$ cat config.mk
export PLATFORM = sky130hd
export DESIGN_NAME = csr_unit_flat
export DESIGN_NICKNAME = d
export VERILOG_FILES = /design/src/rtl/csr_unit_if.sv /design/src/rtl/csr_unit.sv /design/src/flat_wrapper.sv
export SDC_FILE = /design/constraint.sdc
export NUM_CORES = 1
export LEC_CHECK = 0
export BUFFER_PORTS_ARGS = -buffer_cell sky130_fd_sc_hd__buf_4
export CELL_PAD_IN_SITES_DETAIL_PLACEMENT = 2
export CELL_PAD_IN_SITES_GLOBAL_PLACEMENT = 2
export CORE_MARGIN = 1
export CORE_UTILIZATION = 30
export DETAILED_ROUTE_END_ITERATION = 12
export GPL_TIMING_DRIVEN = 0
export PLACE_DENSITY_LB_ADDON = 0.3
export SYNTH_ARGS = -nofsm -noshare
export SYNTH_HDL_FRONTEND = slang
export SYNTH_SLANG_ARGS = --single-unit
$ cat constraint.sdc
create_clock -name clk -period 2.1 [get_ports clk]
set_input_delay 0.42 -clock clk [delete_from_list [all_inputs] [get_ports clk]]
set_output_delay 0.42 -clock clk [all_outputs]
set_load 0.02 [all_outputs]
$ cat src/rtl/csr_unit_if.sv
// Purpose: bundles the CSR access, mret/interrupt inputs and PC redirect outputs of csr_unit.
// Latency: none; this is a plain signal bundle.
// Backpressure: none; all strobes are single-cycle and are always accepted.
interface csr_unit_if #(
    parameter int XLEN = 32
);
    logic [XLEN-1:0] pc;
    logic [11:0]     addr;
    logic [XLEN-1:0] wdata;
    logic            csr_reg_rd;
    logic            csr_reg_wr;
    logic            check_mret;
    logic            intr;
    logic [XLEN-1:0] rdata;
    logic [XLEN-1:0] epc;
    logic            epc_taken;

    // Instruction controller side: drives strobes, consumes read data and redirect.
    modport master (
        output pc, addr, wdata, csr_reg_rd, csr_reg_wr, check_mret, intr,
        input  rdata, epc, epc_taken
    );

    // CSR unit side.
    modport slave (
        input  pc, addr, wdata, csr_reg_rd, csr_reg_wr, check_mret, intr,
        output rdata, epc, epc_taken
    );
endinterface

$ cat src/rtl/csr_unit.sv
// Purpose: machine-mode CSR file (mstatus/mie/mip/mtvec/mepc/mcause) plus timer-trap / mret sequencer.
// Latency: reads combinational; epc_taken rises 1 cycle after the accepting edge (intr adds 2 sync cycles).
// Backpressure: none; every strobe is consumed in the cycle it is presented.
// Optional feature: CSR_VECTORED_EN enables vectored mtvec mode (mtvec[0] stored, target = base + 4*cause).
module csr_unit #(
    parameter int              XLEN      = 32,
    parameter logic [XLEN-1:0] CAUSE_TMR = 32'h8000_0007
) (
    input  logic        clk,
    input  logic        rst,
    csr_unit_if.slave   bus
);
    localparam logic [11:0] ADDR_MSTATUS = 12'h300;
    localparam logic [11:0] ADDR_MIE     = 12'h304;
    localparam logic [11:0] ADDR_MTVEC   = 12'h305;
    localparam logic [11:0] ADDR_MEPC    = 12'h341;
    localparam logic [11:0] ADDR_MCAUSE  = 12'h342;
    localparam logic [11:0] ADDR_MIP     = 12'h344;

    typedef enum logic [1:0] {
        ST_RUN  = 2'd0,
        ST_TRAP = 2'd1,
        ST_RET  = 2'd2
    } state_t;

    state_t          state;
    state_t          state_nxt;
    logic            take_trap;
    logic            take_ret;

    // Architectural state: only the implemented bits of mstatus/mie are kept.
    logic            mstatus_mie;
    logic            mstatus_mpie;
    logic            mie_mtie;
    logic [XLEN-1:0] mtvec;
    logic [XLEN-1:0] mepc;
    logic [XLEN-1:0] mcause;
    logic            sync1;
    logic            sync2;

    logic [XLEN-1:0] rdata_c;
    logic [XLEN-1:0] trap_base;
    logic [XLEN-1:0] trap_target;
    logic [XLEN-1:0] epc_q;
    logic            epc_taken_q;

    // FSM state register.
    always_ff @(posedge clk) begin
        if (rst) begin
            state <= ST_RUN;
        end else begin
            state <= state_nxt;
        end
    end

    // Next state: mret has priority over a pending interrupt; TRAP/RET last exactly one cycle.
    always_comb begin
        state_nxt = state;
        take_trap = 1'b0;
        take_ret  = 1'b0;
        case (state)
            ST_RUN: begin
                if (bus.check_mret) begin
                    take_ret  = 1'b1;
                    state_nxt = ST_RET;
                end else if (sync2 && mie_mtie && mstatus_mie) begin
                    take_trap = 1'b1;
                    state_nxt = ST_TRAP;
                end
            end
            default: state_nxt = ST_RUN;
        endcase
    end

    // Trap target; the cause is known to be the timer cause, so use it directly
    // rather than the mcause value being written on the same edge.
    always_comb begin
        trap_base   = {mtvec[XLEN-1:2], 2'b00};
        trap_target = trap_base;
`ifdef CSR_VECTORED_EN
        if (mtvec[0]) begin
            trap_target = trap_base + {CAUSE_TMR[XLEN-3:0], 2'b00};
        end
`endif
    end

    // CSR storage and interrupt synchroniser; trap/mret updates are applied after
    // the software write so they win on mstatus/mepc/mcause.
    always_ff @(posedge clk) begin
        if (rst) begin
            mstatus_mie  <= 1'b0;
            mstatus_mpie <= 1'b0;
            mie_mtie     <= 1'b0;
            mtvec        <= '0;
            mepc         <= '0;
            mcause       <= '0;
            sync1        <= 1'b0;
            sync2        <= 1'b0;
        end else begin
            sync1 <= bus.intr;
            sync2 <= sync1;
            if (bus.csr_reg_wr) begin
                case (bus.addr)
                    ADDR_MSTATUS: begin
                        mstatus_mie  <= bus.wdata[3];
                        mstatus_mpie <= bus.wdata[7];
                    end
                    ADDR_MIE:    mie_mtie <= bus.wdata[7];
`ifdef CSR_VECTORED_EN
                    ADDR_MTVEC:  mtvec <= {bus.wdata[XLEN-1:2], 1'b0, bus.wdata[0]};
`else
                    ADDR_MTVEC:  mtvec <= {bus.wdata[XLEN-1:2], 2'b00};
`endif
                    ADDR_MEPC:   mepc   <= {bus.wdata[XLEN-1:2], 2'b00};
                    ADDR_MCAUSE: mcause <= bus.wdata;
                    default: ;
                endcase
            end
            if (take_trap) begin
                mepc         <= {bus.pc[XLEN-1:2], 2'b00};
                mcause       <= CAUSE_TMR;
                mstatus_mpie <= mstatus_mie;
                mstatus_mie  <= 1'b0;
            end else if (take_ret) begin
                mstatus_mie  <= mstatus_mpie;
                mstatus_mpie <= 1'b1;
            end
        end
    end

    // Combinational read mux; unmapped or idle reads return zero.
    always_comb begin
        rdata_c = '0;
        if (bus.csr_reg_rd) begin
            case (bus.addr)
                ADDR_MSTATUS: begin
                    rdata_c[3] = mstatus_mie;
                    rdata_c[7] = mstatus_mpie;
                end
                ADDR_MIE:    rdata_c[7] = mie_mtie;
                ADDR_MTVEC:  rdata_c    = mtvec;
                ADDR_MEPC:   rdata_c    = mepc;
                ADDR_MCAUSE: rdata_c    = mcause;
                ADDR_MIP:    rdata_c[7] = sync2;
                default:     rdata_c    = '0;
            endcase
        end
    end

    // Registered redirect: high for exactly the TRAP/RET cycle.
    always_ff @(posedge clk) begin
        if (rst) begin
            epc_taken_q <= 1'b0;
            epc_q       <= '0;
        end else begin
            epc_taken_q <= take_trap || take_ret;
            if (take_trap) begin
                epc_q <= trap_target;
            end else if (take_ret) begin
                epc_q <= mepc;
            end else begin
                epc_q <= '0;
            end
        end
    end

    assign bus.rdata     = rdata_c;
    assign bus.epc       = epc_q;
    assign bus.epc_taken = epc_taken_q;
endmodule

$ cat src/flat_wrapper.sv
// flat-port wrapper written by rule: the top's interface ports become plain ports
module csr_unit_flat 
#(
    parameter int              XLEN      = 32,
    parameter logic [XLEN-1:0] CAUSE_TMR = 32'h8000_0007
)
  (clk, rst, bus_pc, bus_addr, bus_wdata, bus_csr_reg_rd, bus_csr_reg_wr, bus_check_mret, bus_intr, bus_rdata, bus_epc, bus_epc_taken);
  csr_unit_if #(.XLEN(XLEN)) bus_i ();
  input  logic clk;
  input  logic rst;
  input wire logic [$bits(bus_i.pc)-1:0] bus_pc;
  input wire logic [$bits(bus_i.addr)-1:0] bus_addr;
  input wire logic [$bits(bus_i.wdata)-1:0] bus_wdata;
  input wire logic [$bits(bus_i.csr_reg_rd)-1:0] bus_csr_reg_rd;
  input wire logic [$bits(bus_i.csr_reg_wr)-1:0] bus_csr_reg_wr;
  input wire logic [$bits(bus_i.check_mret)-1:0] bus_check_mret;
  input wire logic [$bits(bus_i.intr)-1:0] bus_intr;
  output wire logic [$bits(bus_i.rdata)-1:0] bus_rdata;
  output wire logic [$bits(bus_i.epc)-1:0] bus_epc;
  output wire logic [$bits(bus_i.epc_taken)-1:0] bus_epc_taken;
  assign bus_i.pc = bus_pc;
  assign bus_i.addr = bus_addr;
  assign bus_i.wdata = bus_wdata;
  assign bus_i.csr_reg_rd = bus_csr_reg_rd;
  assign bus_i.csr_reg_wr = bus_csr_reg_wr;
  assign bus_i.check_mret = bus_check_mret;
  assign bus_i.intr = bus_intr;
  assign bus_rdata = bus_i.rdata;
  assign bus_epc = bus_i.epc;
  assign bus_epc_taken = bus_i.epc_taken;
  csr_unit #(.XLEN(XLEN), .CAUSE_TMR(CAUSE_TMR)) u_core (.clk(clk), .rst(rst), .bus(bus_i));
endmodule
Word-level counts from Yosys, hierarchy flattened
Index checks and enable logic that the tools add are counted.
Widths: inputs -> output; s select.
Storage, ports and cells
  register bits: 130
  bits of input ports: 82
Operators by class
  eq/ne operators: 6
  mux-type cells: 28
  bitwise logic cells: 1
  reduce and logical (&&, ||, !) cells: 22
Operators with widths (count)
  $mux 32: 9
  $eq 12x10->1 const B: 6
  $pmux 24 s3: 1
  $pmux 3 s3: 2
  $reduce_and 2->1: 7
  $mux 1: 12
  $reduce_bool 2->1: 6
  $pmux 1 s6: 1
  $reduce_bool 3->1: 2
  $mux 2: 2
  $pmux 1 s4: 1
  $reduce_or 2->1: 2
  $reduce_or 3->1: 1
  $logic_and 1x1->1: 2
  $logic_not 2->1: 1
  $logic_or 1x1->1: 1
  $not 1->1: 1

Logic depth before layout (Yosys ltp)
Gate-level depths: netlist of the first run.
  word-level depth: 7
  gate-level depth with buffers: 7
  depth with buffers taken out: 4

Worst setup path before layout of the first run
No wires, ideal clock.
  kind: input to output
  start: input bus_addr[0]
  end: output bus_rdata[11]
  arrival time: 1.763 ns
  setup slack: -0.083 ns
  stages: 7
  cells stage by stage: buf_2 nor2b_1 clkbuf_1 buf_2 a22o_1 a22oi_1 nor2_1
Between the ends
  cells in the longest elaborated chain, start to end: 3
Ends and longest elaborated chain
  from (decl): line flat_wrapper.sv:12  | input wire logic [$bits(bus_i.addr)-1:0] bus_addr;
  $eq 12x10->1: line csr_unit.sv:135  | case (bus.addr)
  $pmux 24 s3 (*): line csr_unit.sv:135
  $mux 32 (*): line csr_unit.sv:134  | if (bus.csr_reg_rd) begin
  to (decl): line flat_wrapper.sv:18  | output wire logic [$bits(bus_i.rdata)-1:0] bus_rdata;
Every way passes the cells marked *; elsewhere a longest branch is shown, timed or not.

Worst setup path after layout of the first run
  start: input bus_addr[4]
  end: output bus_rdata[28]
The elaborated chain is that of the path after synthesis.

==> reports/summary.txt, run 1 <==
CP max stage delay - 350 ps
gpl congestion - 0.811
Flop pwr share - 41.9%
Netlist cell types - 32
CP startpoint kind - primary input
area of the multi-input gates - 3010 um^2
pwr dens - 712 nW/um^2
number of nets in the layout - 792
most frequent cells in the layout - dfxtp_1 (129), buf_4 (125), mux2i_1 (97)
Vias per Instance - 5.36
Final period util - 104%
Crit path required time - 1680 ps
worst rel slew slack - 52.3%
Final Util - 46.3%
internal power - 4.59 mW
maxcap violations - 0
Clk pin slew, worst setup/hold paths - 60 ps
Post-DRT Antenna Nets - 0
CP Capture Type - primary output
DRT Wirelength - 22,700 um
antenna cells - 0
Least-Margin Pin Slew - 716 ps
Die Y - 137 um
WL/cell - 23.9 um
Clock Latency Late Sink - 430 ps
number of max-slew violations in the final report - 0
final setup fails - 30
CP dominant cell by count - buf_6
clock sinks - 130
failing checks - negative setup slack
Post-synth EDFFs - 0
DIE WIDTH - 137 um
CP arrival - 1770 ps
Tmin final - 2190 ps
FILL cells - 1,837
Worst R2R Setup Slack - 180 ps
clk buf depth - 2
Setup WS post-layout - -87.3 ps
YS warnings - 0
FP Rows - 49
register area - 2610 um^2
net switching power - 1.33 mW
Setup Total Neg Slack - -1330 ps
switching fraction of total power - 22.4%
sequential share of the synthesized area - 47.4%
H-tree depth - 4
Vias - 5,089
maximum clock rate - 457 MHz
Crit-path slowest cell - nor4b_4
CP cell instances - buf_6, nor4b_4, nand3_2, o21bai_4, buf_12, clkbuf_16, nor2_4, buf_6
Netlist Area Pre-Place - 5500 um^2
CTS root buf - clkbuf_16
DR iter-0 viols - 186
remaining global-route overflow - 0
DIE AREA - 18,900 um^2
io pins - 147
R2R Path Start - u_core.mie_mtie$_SDFFE_PP0P_
combinational power share - 6.4%
Synth top area share - 47.4%
drt pass-1 iters - 4
area growth from synthesis to layout - 51.3%
Final Skew - 9.87 ps
top cells by area, synth - dfxtp_1 (47%), mux2i_1 (18%), a22o_1 (9.4%), nor2_1 (6.4%), o2bb2ai_1 (4.8%)
Syn Area/Cell - 10.3 um^2
Placed Cells - 901
Post-DP Area - 6950 um^2
WHS Endpoint - u_core.mepc[25]$_SDFFE_PP0P_
RSZ-0062 raised after global routing - yes
main flop type after synthesis - dfxtp_1
share of cells above drive strength 1 - 39.8%
LEAKAGE - 3.56 nW
run status - finished with violations
largest net degree at the start of global routing - 17
VDD IR max - 587 uV
gr usage total - 24.3%
pre-CTS WS - -653 ps
source of the worst hold timing path - bus_pc[25]
worst r2r path cells - 7
Final Hold Vio Count - 0
global-route wire length before repair - 33,100 um
port buffer count - 139
Initial Util - 30.6%
Cells after Synth - 532
dominant cell type by area after synthesis - dfxtp_1
WS Path Type - in2out
TritonCTS clock tree - done
vias in the first global route - 5,665
type of the most critical hold path - in2reg
drt drc - 0
initial antenna violation count - 0
Post-synth ARST share - 0%
final non-filler cell total - 950
TritonCTS Buffers - 17
hold path depth - 2
Worst R2R End - u_core.mcause[5]$_SDFFE_PP0P_
Core ar. - 18,000 um^2
most common cell after layout, fill and taps aside - dfxtp_1
Final Cell Area - 8320 um^2
Crit Path Max Fanout - 6
clock power share - 51.7%
Yosys reg bits - 130
DPL Wire Length - 14,100 um
==> worst max-delay path by stage <==
stage	startpoint	to	slack [ps]	depth (start not counted)
3_3_place_gp	bus_addr[11]	bus_rdata[29]	-580	7
2_1_floorplan	bus_addr[11]	bus_rdata[17]	-40	5
5_1_grt	bus_addr[4]	bus_rdata[30]	-120	8
4_1_cts	bus_addr[7]	bus_rdata[28]	-40	8
6_report	bus_addr[4]	bus_rdata[28]	-90	8
3_5_place_dp	bus_addr[11]	bus_rdata[29]	-650	7
==> worst max-delay path: cells and delay by family <==
family	cells	cell delay, ps
buf+inv	4	560
simple gates	3	580
compound gates	1	200
==> cells in the mapped netlist, drive strengths merged, types with 3 or more instances <==
| cell type | number |
|---|---|
| mux2i | 97 |
| clkbuf | 20 |
| dfxtp | 130 |
| inv | 4 |
| nand3 | 3 |
| a21oi | 5 |
| o2bb2ai | 30 |
| nand4 | 6 |
| a22oi | 28 |
| a22o | 59 |
| buf | 29 |
| nor2b | 7 |
| nor2 | 94 |
==> flip-flops by register name (all words and copies together) (netlist names) <==
name,flops
u_core.mcause,32
u_core.bus.epc,30
u_core.mepc,30
u_core.mtvec,30
u_core.state,2
u_core.bus.epc_taken,1
u_core.mie_mtie,1
u_core.mstatus_mie,1
u_core.mstatus_mpie,1
u_core.sync1,1
u_core.sync2,1
==> layer usage <==
layer	vias up	wire length, um	global-route usage (%)
li1	2308	-	-
met1	2584	9370	27.9
met2	155	11700	43.5
met3	42	952	4.56
met4	0	596	11.0
met5	-	0	0
==> cell type report <==
type,count,share of cell area (%)
tap,229,3.45
clock buffer,26,6.36
inverter,4,0.181
buffer,49,5.16
timing repair buffer,158,16.4
sequential,130,31.3
multi-input combinational,350,36.2
clock inverter,4,0.843
==> timing repair <==
| item | in CTS | in global routing |
|---|---|---|
| cloned | 2 | 0 |
| gates resized for setup | 108 | 42 |
| setup buffers | 9 | 8 |
| setup endpoints to repair | 42 | 44 |
| pin swaps | 22 | 25 |
| endpoints found under the hold margin | 0 | 0 |
| hold buffers | 0 | 0 |
==> kinds of logic (layout without fill, tap and decap cells) <==
kind of cell | count (synthesis) | count (layout) | share of synthesized area, %
AOI/OAI and AO/OA | 131 | 131 | 19.7
other | 1 | 2 | 0.0682
and+or+nand+nor | 120 | 120 | 10.2
DFF | 130 | 130 | 47.4
buffers and inverters | 53 | 241 | 4.96
muxes | 97 | 97 | 17.7
==> metrics by stage <==
step / power, mW / hold slack, ps
after floorplan: 2.64 / 414
after global placement: 2.84 / 423
after detailed placement: 2.85 / 432
after CTS: 5.91 / 184
after global routing: 6.06 / 189
final: 5.92 / 194
==> power groups by stage <==
| stage | combinational (mW) | clock (mW) | sequential (mW) |
|---|---|---|---|
| finish | 0.378 | 3.06 | 2.48 |
| global route | 0.396 | 3.18 | 2.48 |
| CTS | 0.355 | 3.07 | 2.48 |
| detailed placement | 0.315 | 0 | 2.53 |
| global placement | 0.307 | 0 | 2.53 |
| floorplan | 0.104 | 0 | 2.53 |
(Power assumes the default switching activity.)
==> run 2: changes to the inputs <==
--- a/config.mk
+++ b/config.mk
@@ -12,7 +12,7 @@
 export CORE_UTILIZATION = 30
 export DETAILED_ROUTE_END_ITERATION = 12
 export GPL_TIMING_DRIVEN = 0
-export PLACE_DENSITY_LB_ADDON = 0.3
+export PLACE_DENSITY = 0.78
 export SYNTH_ARGS = -nofsm -noshare
 export SYNTH_HDL_FRONTEND = slang
 export SYNTH_SLANG_ARGS = --single-unit
==> run 2 against run 1 <==
The run still ends with negative setup slack left. Cell area fell by 0.87%. Clock power fell by 12%. Clock skew fell by 1.4 ps. Critical path type unchanged. Largest cell class unchanged. Highest routed layer unchanged.
==> reports/summary.txt, run 2 (synthesized netlist as in run 1, its figures left out) <==
clock power share - 48.4%
net switching power - 1.29 mW
Final period util - 105%
failing checks - negative setup slack
number of max-slew violations in the final report - 0
drt pass-1 iters - 4
DR iter-0 viols - 185
CTS root buf - clkbuf_16
CP arrival - 1780 ps
Final Skew - 8.52 ps
Top reg by flops - u_core.mcause
Initial Util - 30.6%
io pins - 147
Setup WS post-layout - -104 ps
RSZ-0062 raised after global routing - yes
Least-Margin Pin Slew - 732 ps
initial antenna violation count - 0
number of nets in the layout - 795
remaining global-route overflow - 0
pwr dens - 677 nW/um^2
worst rel slew slack - 51.2%
most frequent cells in the layout - buf_4 (135), dfxtp_1 (130), mux2i_1 (97)
CP Capture Type - primary output
Flop pwr share - 44.4%
CP startpoint kind - primary input
switching fraction of total power - 23.0%
Core ar. - 18,000 um^2
Crit path required time - 1680 ps
hold path depth - 2
Vias - 5,104
internal power - 4.30 mW
WS Path Type - in2out
WHS Endpoint - u_core.mepc[17]$_SDFFE_PP0P_
VDD IR max - 642 uV
TritonCTS clock tree - done
Final Hold Vio Count - 0
most common cell after layout, fill and taps aside - buf_4
antenna cells - 0
gr usage total - 23.8%
DPL Wire Length - 14,200 um
largest net degree at the start of global routing - 17
vias in the first global route - 5,670
FP Rows - 49
LEAKAGE - 3.54 nW
maxcap violations - 0
Largest register FFs - 32
Die Y - 137 um
clk buf depth - 2
share of cells above drive strength 1 - 38.6%
area growth from synthesis to layout - 50.0%
Worst R2R End - u_core.mepc[14]$_SDFFE_PP0P_
DRT Wirelength - 22,800 um
TritonCTS Buffers - 17
Clock Latency Late Sink - 430 ps
R2R Path Start - u_core.mie_mtie$_SDFFE_PP0P_
gpl congestion - 0.779
Clk pin slew, worst setup/hold paths - 50 ps
global-route wire length before repair - 32,700 um
Vias per Instance - 5.37
Pwr Total - 5.58 mW
combinational power share - 7.2%
Post-DRT Antenna Nets - 0
Crit Path Max Fanout - 5
pre-CTS WS - -653 ps
H-tree depth - 4
worst r2r path cells - 6
clock sinks - 130
DIE WIDTH - 137 um
drt drc - 0
Tmin final - 2200 ps
DIE AREA - 18,900 um^2
type of the most critical hold path - in2reg
WL/cell - 24.0 um
source of the worst hold timing path - bus_pc[17]
port buffer count - 139
maximum clock rate - 454 MHz
run status - finished with violations
final setup fails - 23
Worst R2R Setup Slack - 90 ps
-- run 2: cell count changes in the layout (fill, tap and decap cells not counted), moves of 3 or more --
cell        change
buf_6          -11
buf_4          +10
nor2_4          -9
nor2_1          +8
buf_12          +4
clkinvlp_4      +3
-- run 2: critical path, stage by stage --
cell and delay, ps:
buf_6 100, nor4b_4 340, nand3_2 120, o21bai_4 210
buf_12 160, clkbuf_16 170, nor2_4 130, buf_6 120
-- run 2: metrics by stage --
step           setup TNS [ps]  cells  hold slack (ps)  area, um^2  util [%]
2_1_floorplan            -329    533              414        5620         -
3_3_place_gp           -14060    901              422        6950      38.7
3_5_place_dp           -20850    901              431        6950      38.7
4_1_cts                 -76.5    940              185        7930      44.1
5_1_grt                 -2760    951              184        8240      45.9
6_report                -1080    951              195        8240      45.9
-- run 2: power groups by stage --
stage / sequential [mW] / combinational [mW] / clock (mW)
floorplan: 2.53 / 0.104 / 0
global route: 2.48 / 0.420 / 2.85
global placement: 2.53 / 0.308 / 0
detailed placement: 2.53 / 0.315 / 0
finish: 2.48 / 0.403 / 2.70
CTS: 2.48 / 0.365 / 2.73
-- run 2: layer usage --
metal,share of wire (%),track usage (%),vias up
met2,53,42.2,167
met1,41,27.4,2593
li1,-,-,2312
met3,4.4,5.08,32
met4,1.7,10.7,0
met5,0,0,-
-- run 2: repair_timing --
action | in CTS | in global routing
hold endpoints to repair | 0 | 0
setup endpoints to repair | 48 | 36
buffers inserted | 10 | 8
cloned | 1 | 3
hold buffers | 0 | 0
gates resized for setup | 77 | 46
pin swaps | 16 | 21
-- run 2: worst max-delay path by stage --
stage                               end  cells past startpoint    startpoint  slack (ps)
final                     bus_rdata[18]                      8  bus_addr[11]        -100
after global routing      bus_rdata[18]                      8  bus_addr[11]        -150
after CTS                 bus_rdata[18]                      7   bus_addr[3]         -20
after detailed placement  bus_rdata[29]                      7   bus_addr[0]        -650
after global placement    bus_rdata[29]                      7  bus_addr[11]        -600
after floorplan           bus_rdata[17]                      5  bus_addr[11]         -40
-- run 2: layout make-up --
type	instances	area, um^2
flip-flops and latches	130	2600
inverters	4	15.0
multi-input cells	350	2960
clock buffers	24	502
well taps	229	287
repair buffers	161	1390
plain buffers	49	460
clock inverters	4	27.5
fillers	1830	9720
==> run 3: changes to the inputs <==
==> constraint.sdc (replaced) <==
create_clock -name clk -period 2.6 [get_ports clk]
set_input_delay 0.52 -clock clk [delete_from_list [all_inputs] [get_ports clk]]
set_output_delay 0.52 -clock clk [all_outputs]
set_load 0.02 [all_outputs]
==> run 3 against run 2 <==
The run now ends clean. Clock skew decreased by 2.3 ps. Combinational power decreased by 35%. Flip-flop and latch count unchanged. Die area unchanged. Utilization decreased by 4.4 points. Sequential share of layout area increased by 3.4 points. Global-route usage decreased by 1.2 points. Worst hold slack improved by 96 ps. Setup slack improved by 140 ps. Highest routed layer unchanged. Largest cell class unchanged. Sequential power decreased by 19%.
==> reports/summary.txt, run 3 (synthesized netlist as in run 1, its figures left out) <==
run status - completed
WL/cell - 21.8 um
worst r2r path cells - 7
post-cts hold buffer count - 0
io pins - 147
type of the most critical hold path - in2reg
Setup crit start - bus_addr[7]
TritonCTS Buffers - 17
Final Hold Vio Count - 0
number of max-slew violations in the final report - 0
CP startpoint kind - primary input
WHS Endpoint - u_core.mepc[23]$_SDFFE_PP0P_
most common cell after layout, fill and taps aside - buf_4
largest net degree at the start of global routing - 17
final hold slack - 290 ps
Vias - 4,837
Top reg by flops - u_core.mcause
Least-Margin Pin Slew - 667 ps
number of nets in the layout - 777
drt pass-1 iters - 4
source of the worst hold timing path - bus_pc[23]
VDD IR max - 472 uV
initial antenna violation count - 0
WS Path Type - in2out
Final Util - 41.5%
Pwr Total - 4.51 mW
hold path depth - 2
combinational power share - 5.8%
switching fraction of total power - 22.8%
Post-DRT Antenna Nets - 0
Crit path required time - 2080 ps
Clk pin slew, worst setup/hold paths - 50 ps
pwr dens - 605 nW/um^2
vias in the first global route - 5,483
LEAKAGE - 3.32 nW
gpl congestion - 0.818
R2R Path Start - u_core.mie_mtie$_SDFFE_PP0P_
area growth from synthesis to layout - 35.6%
DPL Wire Length - 14,000 um
Initial Util - 30.6%
TritonCTS clock tree - done
Crit Path Max Fanout - 10
Final period util - 98.6%
Worst R2R Setup Slack - 490 ps
worst rel slew slack - 55.5%
Flop pwr share - 44.4%
Vias per Instance - 5.18
Tmin final - 2560 ps
final setup fails - 0
internal power - 3.48 mW
Clock Latency Late Sink - 430 ps
DIE WIDTH - 137 um
clock power share - 49.7%
maxcap violations - 0
DIE AREA - 18,900 um^2
H-tree depth - 4
Final Skew - 6.18 ps
share of cells above drive strength 1 - 30.1%
Die Y - 137 um
net switching power - 1.03 mW
antenna cells - 0
most frequent cells in the layout - buf_4 (153), dfxtp_1 (130), mux2i_1 (97)
CP Capture Type - primary output
global-route wire length before repair - 31,100 um
FP Rows - 49
Post-DP Area - 6830 um^2
drt drc - 0
Core ar. - 18,000 um^2
port buffer count - 139
clock sinks - 130
remaining global-route overflow - 0
clk buf depth - 2
Final Cell Area - 7450 um^2
maximum clock rate - 390 MHz
CP arrival - 2040 ps
DRT Wirelength - 20,300 um
RSZ-0062 raised after global routing - no
CTS root buf - clkbuf_16
Largest register FFs - 32
gr usage total - 22.6%
DR iter-0 viols - 191
Worst R2R End - u_core.mcause[4]$_SDFFE_PP0P_
## run 3: final cells by class
class,count,area (um^2)
Sequential cell,130,2600
Timing Repair Buffer,143,1070
Tap cell,229,287
Fill cell,1938,10500
Multi-Input combinational cell,350,2640
Inverter,4,15.0
Clock inverter,6,57.6
Buffer,49,300
Clock buffer,23,478
## run 3: what timing repair did
item / CTS / global route
setup endpoints to repair: 22 / 9
pin swaps: 2 / 0
gates resized for setup: 21 / 7
buffers inserted: 2 / 2
## run 3: routing by layer
layer	GRT usage, %	share of wire (%)	up-vias
met5	0	0	-
met3	4.60	4.8	33
met1	27.2	43	2404
met2	39.5	50	130
li1	-	-	2270
met4	8.36	1.9	0
## run 3: worst max-delay path: stages
cell      delay, ps
buf_4           120
nor4b_4         290
nand3_1         200
o21bai_4        270
clkbuf_4        220
nor2_1          220
buf_4           180
## run 3: worst max-delay path by stage
stage	end	depth (start not counted)
2_1_floorplan	bus_rdata[11]	7
4_1_cts	bus_rdata[19]	7
3_5_place_dp	bus_rdata[29]	7
6_report	bus_rdata[29]	7
5_1_grt	bus_rdata[29]	7
3_3_place_gp	bus_rdata[29]	7
## run 3: through the flow
| step | setup slack, ps | TNS (ps) | instances |
|---|---|---|---|
| after floorplan | 217 | 0 | 533 |
| after global placement | -367 | -5980 | 901 |
| after detailed placement | -393 | -6390 | 901 |
| after CTS | 2.79 | 0 | 932 |
| after global routing | 2.58 | 0 | 934 |
| final | 36.4 | 0 | 934 |
## run 3: power by group through the flow
stage	clock, mW	combinational [mW]	sequential (mW)
2_1_floorplan	0	0.0836	2.04
3_3_place_gp	0	0.246	2.04
3_5_place_dp	0	0.254	2.04
4_1_cts	2.26	0.264	2.00
5_1_grt	2.34	0.281	2.00
6_report	2.24	0.263	2.00
